File: src/rtl/alu_writeback_stage_if.sv
// Handshake bundle between the ALU, the writeback stage and the regfile/memory side.
// Optional ovf_count signal present when ALU_WB_OVF_COUNT_EN is defined.
interface alu_writeback_stage_if;
    logic        in_valid;
    logic        in_ready;
    logic [31:0] data_result;
    logic        overflow;
    logic        isNotEqual;
    logic        isLessThan;
    logic [4:0]  in_rd;
    logic        in_wen;
    logic [1:0]  in_class;
    logic [1:0]  in_br;
    logic        out_valid;
    logic        out_ready;
    logic [31:0] out_data;
    logic [4:0]  out_rd;
    logic        out_wen;
    logic        out_br_taken;
`ifdef ALU_WB_OVF_COUNT_EN
    logic [15:0] ovf_count;
`endif

    modport master (
`ifdef ALU_WB_OVF_COUNT_EN
        input  ovf_count,
`endif
        output in_valid, data_result, overflow,
        output isNotEqual, isLessThan,
        output in_rd, in_wen, in_class, in_br,
        output out_ready,
        input  in_ready, out_valid,
        input  out_data, out_rd, out_wen, out_br_taken
    );

    modport slave (
`ifdef ALU_WB_OVF_COUNT_EN
        output ovf_count,
`endif
        input  in_valid, data_result, overflow,
        input  isNotEqual, isLessThan,
        input  in_rd, in_wen, in_class, in_br,
        input  out_ready,
        output in_ready, out_valid,
        output out_data, out_rd, out_wen, out_br_taken
    );
endinterface

File: src/rtl/alu_writeback_stage.sv
// ALU-to-writeback stage: $rstatus overflow rewrite, branch resolve, 2-entry skid FIFO.
// Optional overflow counter enabled by defining ALU_WB_OVF_COUNT_EN.
module alu_writeback_stage #(
    parameter int RSTATUS_REG = 30,
    parameter int DEPTH       = 2
) (
    input logic clock,
    input logic reset_n,
    alu_writeback_stage_if.slave bus
);
    typedef struct packed {
        logic [31:0] data;
        logic [4:0]  rd;
        logic        wen;
        logic        br_taken;
    } entry_t;

    localparam logic [1:0] FULL = 2'(DEPTH);

    entry_t     mem [2];
    entry_t     entry;
    logic       wr_ptr;
    logic       rd_ptr;
    logic [1:0] count;
    logic       push;
    logic       pop;
    logic       ovf_rw;
    logic       is_br;

    assign bus.in_ready  = (count != FULL);
    assign bus.out_valid = (count != 2'd0);
    assign push = bus.in_valid && bus.in_ready;
    assign pop  = bus.out_valid && bus.out_ready;

    assign ovf_rw = bus.overflow && (bus.in_class != 2'b11);
    assign is_br  = (bus.in_br == 2'b01) || (bus.in_br == 2'b10);

    always_comb begin
        entry          = '0;
        entry.br_taken = ((bus.in_br == 2'b01) && bus.isNotEqual) ||
                         ((bus.in_br == 2'b10) && bus.isLessThan);
        unique case (1'b1)
            ovf_rw: begin
                entry.rd   = 5'(RSTATUS_REG);
                entry.data = 32'(bus.in_class) + 32'd1;
                entry.wen  = 1'b1;
            end
            default: begin
                entry.rd   = bus.in_rd;
                entry.data = bus.data_result;
                entry.wen  = bus.in_wen && (bus.in_rd != 5'd0);
            end
        endcase
        if (is_br)
            entry.wen = 1'b0;
    end

    always_ff @(posedge clock or negedge reset_n) begin
        if (!reset_n) begin
            mem[0] <= '0;
            mem[1] <= '0;
            wr_ptr <= 1'b0;
            rd_ptr <= 1'b0;
            count  <= 2'd0;
        end else begin
            if (push) begin
                mem[wr_ptr] <= entry;
                wr_ptr      <= ~wr_ptr;
            end
            if (pop)
                rd_ptr <= ~rd_ptr;
            unique case ({push, pop})
                2'b10:   count <= count + 2'd1;
                2'b01:   count <= count - 2'd1;
                default: count <= count;
            endcase
        end
    end

    // Head is read straight from storage, so outputs hold while stalled.
    assign bus.out_data     = mem[rd_ptr].data;
    assign bus.out_rd       = mem[rd_ptr].rd;
    assign bus.out_wen      = mem[rd_ptr].wen;
    assign bus.out_br_taken = mem[rd_ptr].br_taken;

`ifdef ALU_WB_OVF_COUNT_EN
    logic [15:0] ovf_cnt;

    always_ff @(posedge clock or negedge reset_n) begin
        if (!reset_n)
            ovf_cnt <= 16'd0;
        else if (push && ovf_rw && (ovf_cnt != 16'hFFFF))
            ovf_cnt <= ovf_cnt + 16'd1;
    end

    assign bus.ovf_count = ovf_cnt;
`endif
endmodule

File: src/flat_wrapper.sv
// flat-port wrapper written by rule: the top's interface ports become plain ports
module alu_writeback_stage_flat 
#(
    parameter int RSTATUS_REG = 30,
    parameter int DEPTH       = 2
)
  (clock, reset_n, bus_in_valid, bus_data_result, bus_overflow, bus_isNotEqual, bus_isLessThan, bus_in_rd, bus_in_wen, bus_in_class, bus_in_br, bus_out_ready, bus_in_ready, bus_out_valid, bus_out_data, bus_out_rd, bus_out_wen, bus_out_br_taken);
  alu_writeback_stage_if bus_i ();
  input logic clock;
  input logic reset_n;
  input wire logic [$bits(bus_i.in_valid)-1:0] bus_in_valid;
  input wire logic [$bits(bus_i.data_result)-1:0] bus_data_result;
  input wire logic [$bits(bus_i.overflow)-1:0] bus_overflow;
  input wire logic [$bits(bus_i.isNotEqual)-1:0] bus_isNotEqual;
  input wire logic [$bits(bus_i.isLessThan)-1:0] bus_isLessThan;
  input wire logic [$bits(bus_i.in_rd)-1:0] bus_in_rd;
  input wire logic [$bits(bus_i.in_wen)-1:0] bus_in_wen;
  input wire logic [$bits(bus_i.in_class)-1:0] bus_in_class;
  input wire logic [$bits(bus_i.in_br)-1:0] bus_in_br;
  input wire logic [$bits(bus_i.out_ready)-1:0] bus_out_ready;
  output wire logic [$bits(bus_i.in_ready)-1:0] bus_in_ready;
  output wire logic [$bits(bus_i.out_valid)-1:0] bus_out_valid;
  output wire logic [$bits(bus_i.out_data)-1:0] bus_out_data;
  output wire logic [$bits(bus_i.out_rd)-1:0] bus_out_rd;
  output wire logic [$bits(bus_i.out_wen)-1:0] bus_out_wen;
  output wire logic [$bits(bus_i.out_br_taken)-1:0] bus_out_br_taken;
  assign bus_i.in_valid = bus_in_valid;
  assign bus_i.data_result = bus_data_result;
  assign bus_i.overflow = bus_overflow;
  assign bus_i.isNotEqual = bus_isNotEqual;
  assign bus_i.isLessThan = bus_isLessThan;
  assign bus_i.in_rd = bus_in_rd;
  assign bus_i.in_wen = bus_in_wen;
  assign bus_i.in_class = bus_in_class;
  assign bus_i.in_br = bus_in_br;
  assign bus_i.out_ready = bus_out_ready;
  assign bus_in_ready = bus_i.in_ready;
  assign bus_out_valid = bus_i.out_valid;
  assign bus_out_data = bus_i.out_data;
  assign bus_out_rd = bus_i.out_rd;
  assign bus_out_wen = bus_i.out_wen;
  assign bus_out_br_taken = bus_i.out_br_taken;
  alu_writeback_stage #(.RSTATUS_REG(RSTATUS_REG), .DEPTH(DEPTH)) u_core (.clock(clock), .reset_n(reset_n), .bus(bus_i));
endmodule
File: config.mk
export PLATFORM = sky130hd
export DESIGN_NAME = alu_writeback_stage_flat
export DESIGN_NICKNAME = d
export VERILOG_FILES = /design/src/rtl/alu_writeback_stage_if.sv /design/src/rtl/alu_writeback_stage.sv /design/src/flat_wrapper.sv
export SDC_FILE = /design/constraint.sdc
export NUM_CORES = 1
export LEC_CHECK = 0
export BUFFER_PORTS_ARGS = -buffer_cell sky130_fd_sc_hd__buf_4
export CORE_MARGIN = 2
export CORE_UTILIZATION = 49
export CTS_CLUSTER_DIAMETER = 80
export CTS_CLUSTER_SIZE = 16
export DETAILED_ROUTE_END_ITERATION = 10
export HOLD_SLACK_MARGIN = 0.12
export PLACE_DENSITY_LB_ADDON = 0.12
export SLEW_MARGIN = 20
export SYNTH_ARGS = -nofsm -noshare
export SYNTH_HDL_FRONTEND = slang
export SYNTH_SLANG_ARGS = --single-unit
File: constraint.sdc
create_clock -name clock -period 1.6 [get_ports clock]
set_clock_uncertainty 0.15 [all_clocks]
set_input_delay 0.32 -clock clock [delete_from_list [all_inputs] [get_ports clock]]
set_output_delay 0.32 -clock clock [all_outputs]
set_load 0.1 [all_outputs]
==> results.ini <==
[run_status]
outcome = finished, violations left
violations = negative setup slack

[placement]
dp_hpwl_mm = 5.70
dp_cells = 482
io_buffers = 89
gp_congestion = 0.752
placed_cell_area_sq_um = 5110

[layout]
n_antenna_cell = 0
fin_cells = 525
syn2layout_area_growth_pct = 50.7
finalInstanceArea_sq_um = 6210
nets = 469
drive_gt1_share_pct = 67.4

[yosys]
yosys-top-cells-area = dfrtp_1, mux2_2, mux2_4
ys_ff_latch = 82
async_reset_ff_share_pct = 100
syn_inst = 281
synth.most_common_cell = dfrtp_1
synth.distinct_cells = 30
yosysSeqAreaShare_pct = 49.8
ys_warn_count = 0
netlist_top_cells_count = dfrtp_1, mux2_2, mux2_4, and2_1
yosysTopAreaCellShare_pct = 49.8
synth_edf_count = 0
synth_fp_nets = 334
avgSynthCellArea_sq_um = 14.7
synth_top_flop_cell = dfrtp_1
yosys.area.top_type = dfrtp_1
syn-cell-area_sq_um = 4120

[hold_path]
hold_class = in2reg

[clock_network]
cts-htree-levels = 3
clkTransAtPathRegs_ns = 0.09
cts_buffers = 9
clkLatencyLatePin_ns = 0.34
clockRootBuffer = clkbuf_8
cts_tree = built
cts.path.max_buffers = 2
clkSinkCount = 82

[timing]
slew_violations = 0
layout_worst_path_cycle_share_pct = 126
fin_hold_ws_ns = 0.177
slew_headroom_pct = 54.9
hold_viol_final = 0
finalCriticalPeriod_ns = 2.01
rsz0062_at_grt = yes
finalWorstSetupSlack_ns = -0.409
fin_setup_tns_ns = -36.72
setup-violations-final = 119
clock.fmax_mhz = 498
worst_slew_pin_slew_ns = 0.670

[drt]
drt-wirelength-per-cell_um = 20.0
drt_first_pass_iters = 4
drt-met1-wl_mm = 4.60
top_layer_used = met4
num_vias = 2726
dr_wl_met2_mm = 5.34
route.met3.wl_um = 387
drc = 0
wl_mm = 10.5
vias_per_cell = 5.19
drtIter0Drc = 93
ant_nets = 0

[run]
maxCapViolations = 0

[worst_setup_path]
cp-end-kind = flop
r2r_setup_slack_ns = -0.41
required_ns = 1.68
worstSetupStartpointType = flop
path_class = reg2reg
cp_data_arrival_time_ns = 2.09
cp_max_fo = 5

[floorplan]
initial_core_util_pct = 50.4
coreArea_sq_um = 8180
io_pins = 90
fp.dieH_um = 95.7
core.rowCount = 33
die-area_sq_um = 9160
die_w_um = 95.7

[global_route]
antenna_found_initial = 0
grt.overflow.total = 0
grt.total_usage_pct = 24.2
grt_start_max_net_pins = 26
grt_pass1_vias = 3036
grt_first_pass_wirelength_mm = 16.5

==> layout make-up <==
type	count	area [sq um]
Multi-Input combinational cell	178	2160
Sequential cell	82	2050
Fill cell	503	1970
Timing Repair Buffer	139	1610
Tap cell	105	131
Clock buffer	10	128
Clock inverter	5	104
Inverter	6	26.3
==> metal layers <==
| layer | GRT usage, % | vias up |
|---|---|---|
| met4 | 6.67 | 0 |
| li1 | - | 1252 |
| met1 | 31.6 | 1398 |
| met2 | 40.8 | 64 |
| met3 | 5.06 | 12 |
| met5 | 0 | - |
==> timing repair <==
item | CTS | global route
pin swaps | 4 | 5
buffers inserted | 20 | 8
endpoints found under the setup margin | 112 | 120
hold buffers | 1 | 0
endpoints found under the hold margin | 82 | 0
cloned | 11 | 0
resized for setup | 105 | 34
==> cells by family after synthesis <==
logic type,after synthesis,synth area share [%]
AO/OA/AOI/OAI,6,1.12
XOR/XNOR,5,1.06
adder cells (fa/ha/maj),4,1.22
buffers and inverters,21,3.95
flip-flops,82,49.8
multiplexers,117,35.6
AND/OR/NAND/NOR,46,7.23
==> metrics by stage <==
step	worst slack [ns]	util, %
floorplan	-0.429	-
global placement	-0.166	62.5
detailed placement	-0.207	62.5
CTS	-0.395	76.1
global route	-0.468	75.9
finish	-0.409	75.9
==> state kept, by name (all words and copies together), names as in the netlist <==
register / cells
u_core.mem: 78
u_core.count: 2
u_core.rd_ptr: 1
u_core.wr_ptr: 1
==> cell usage in the layout (no fill, tap or decap), types with 2 or more instances in the layout <==
cell,count
ha_1,3
dfrtp_1,81
clkbuf_8,9
mux2_2,37
o41ai_4,2
buf_6,45
inv_1,4
buf_16,6
nand2b_1,5
mux2_4,79
xnor2_1,3
buf_12,17
buf_8,8
xor2_1,2
buf_4,62
nor3_4,2
o31ai_4,2
and2_1,31
bufinv_16,3
==> final timing paths <==
kind                       cells past startpoint                         from                          to
setup / recovery                               8  u_core.count[1]$_DFFE_PN0P_  u_core.mem[47]$_DFFE_PN0P_
hold / removal                                 3          bus_data_result[13]  u_core.mem[59]$_DFFE_PN0P_
setup reg to reg                               8  u_core.count[1]$_DFFE_PN0P_  u_core.mem[47]$_DFFE_PN0P_
hold reg to reg                                1   u_core.mem[52]$_DFFE_PN0P_  u_core.mem[52]$_DFFE_PN0P_
max in group asynchronous                      3                      reset_n  u_core.mem[63]$_DFFE_PN0P_
min in group asynchronous                      2                      reset_n  u_core.mem[35]$_DFFE_PN0P_
==> worst max-delay path, stage by stage (launching register included) <==
cell,delay (ns)
dfrtp_1,0.41
nor2b_4,0.15
buf_6,0.13
buf_12,0.12
nor3_4,0.21
buf_6,0.19
buf_12,0.13
buf_12,0.12
mux2_4,0.30
Power is not shown: default switching activity piles up to over one toggle a cycle in this logic, so the estimate is an artifact.
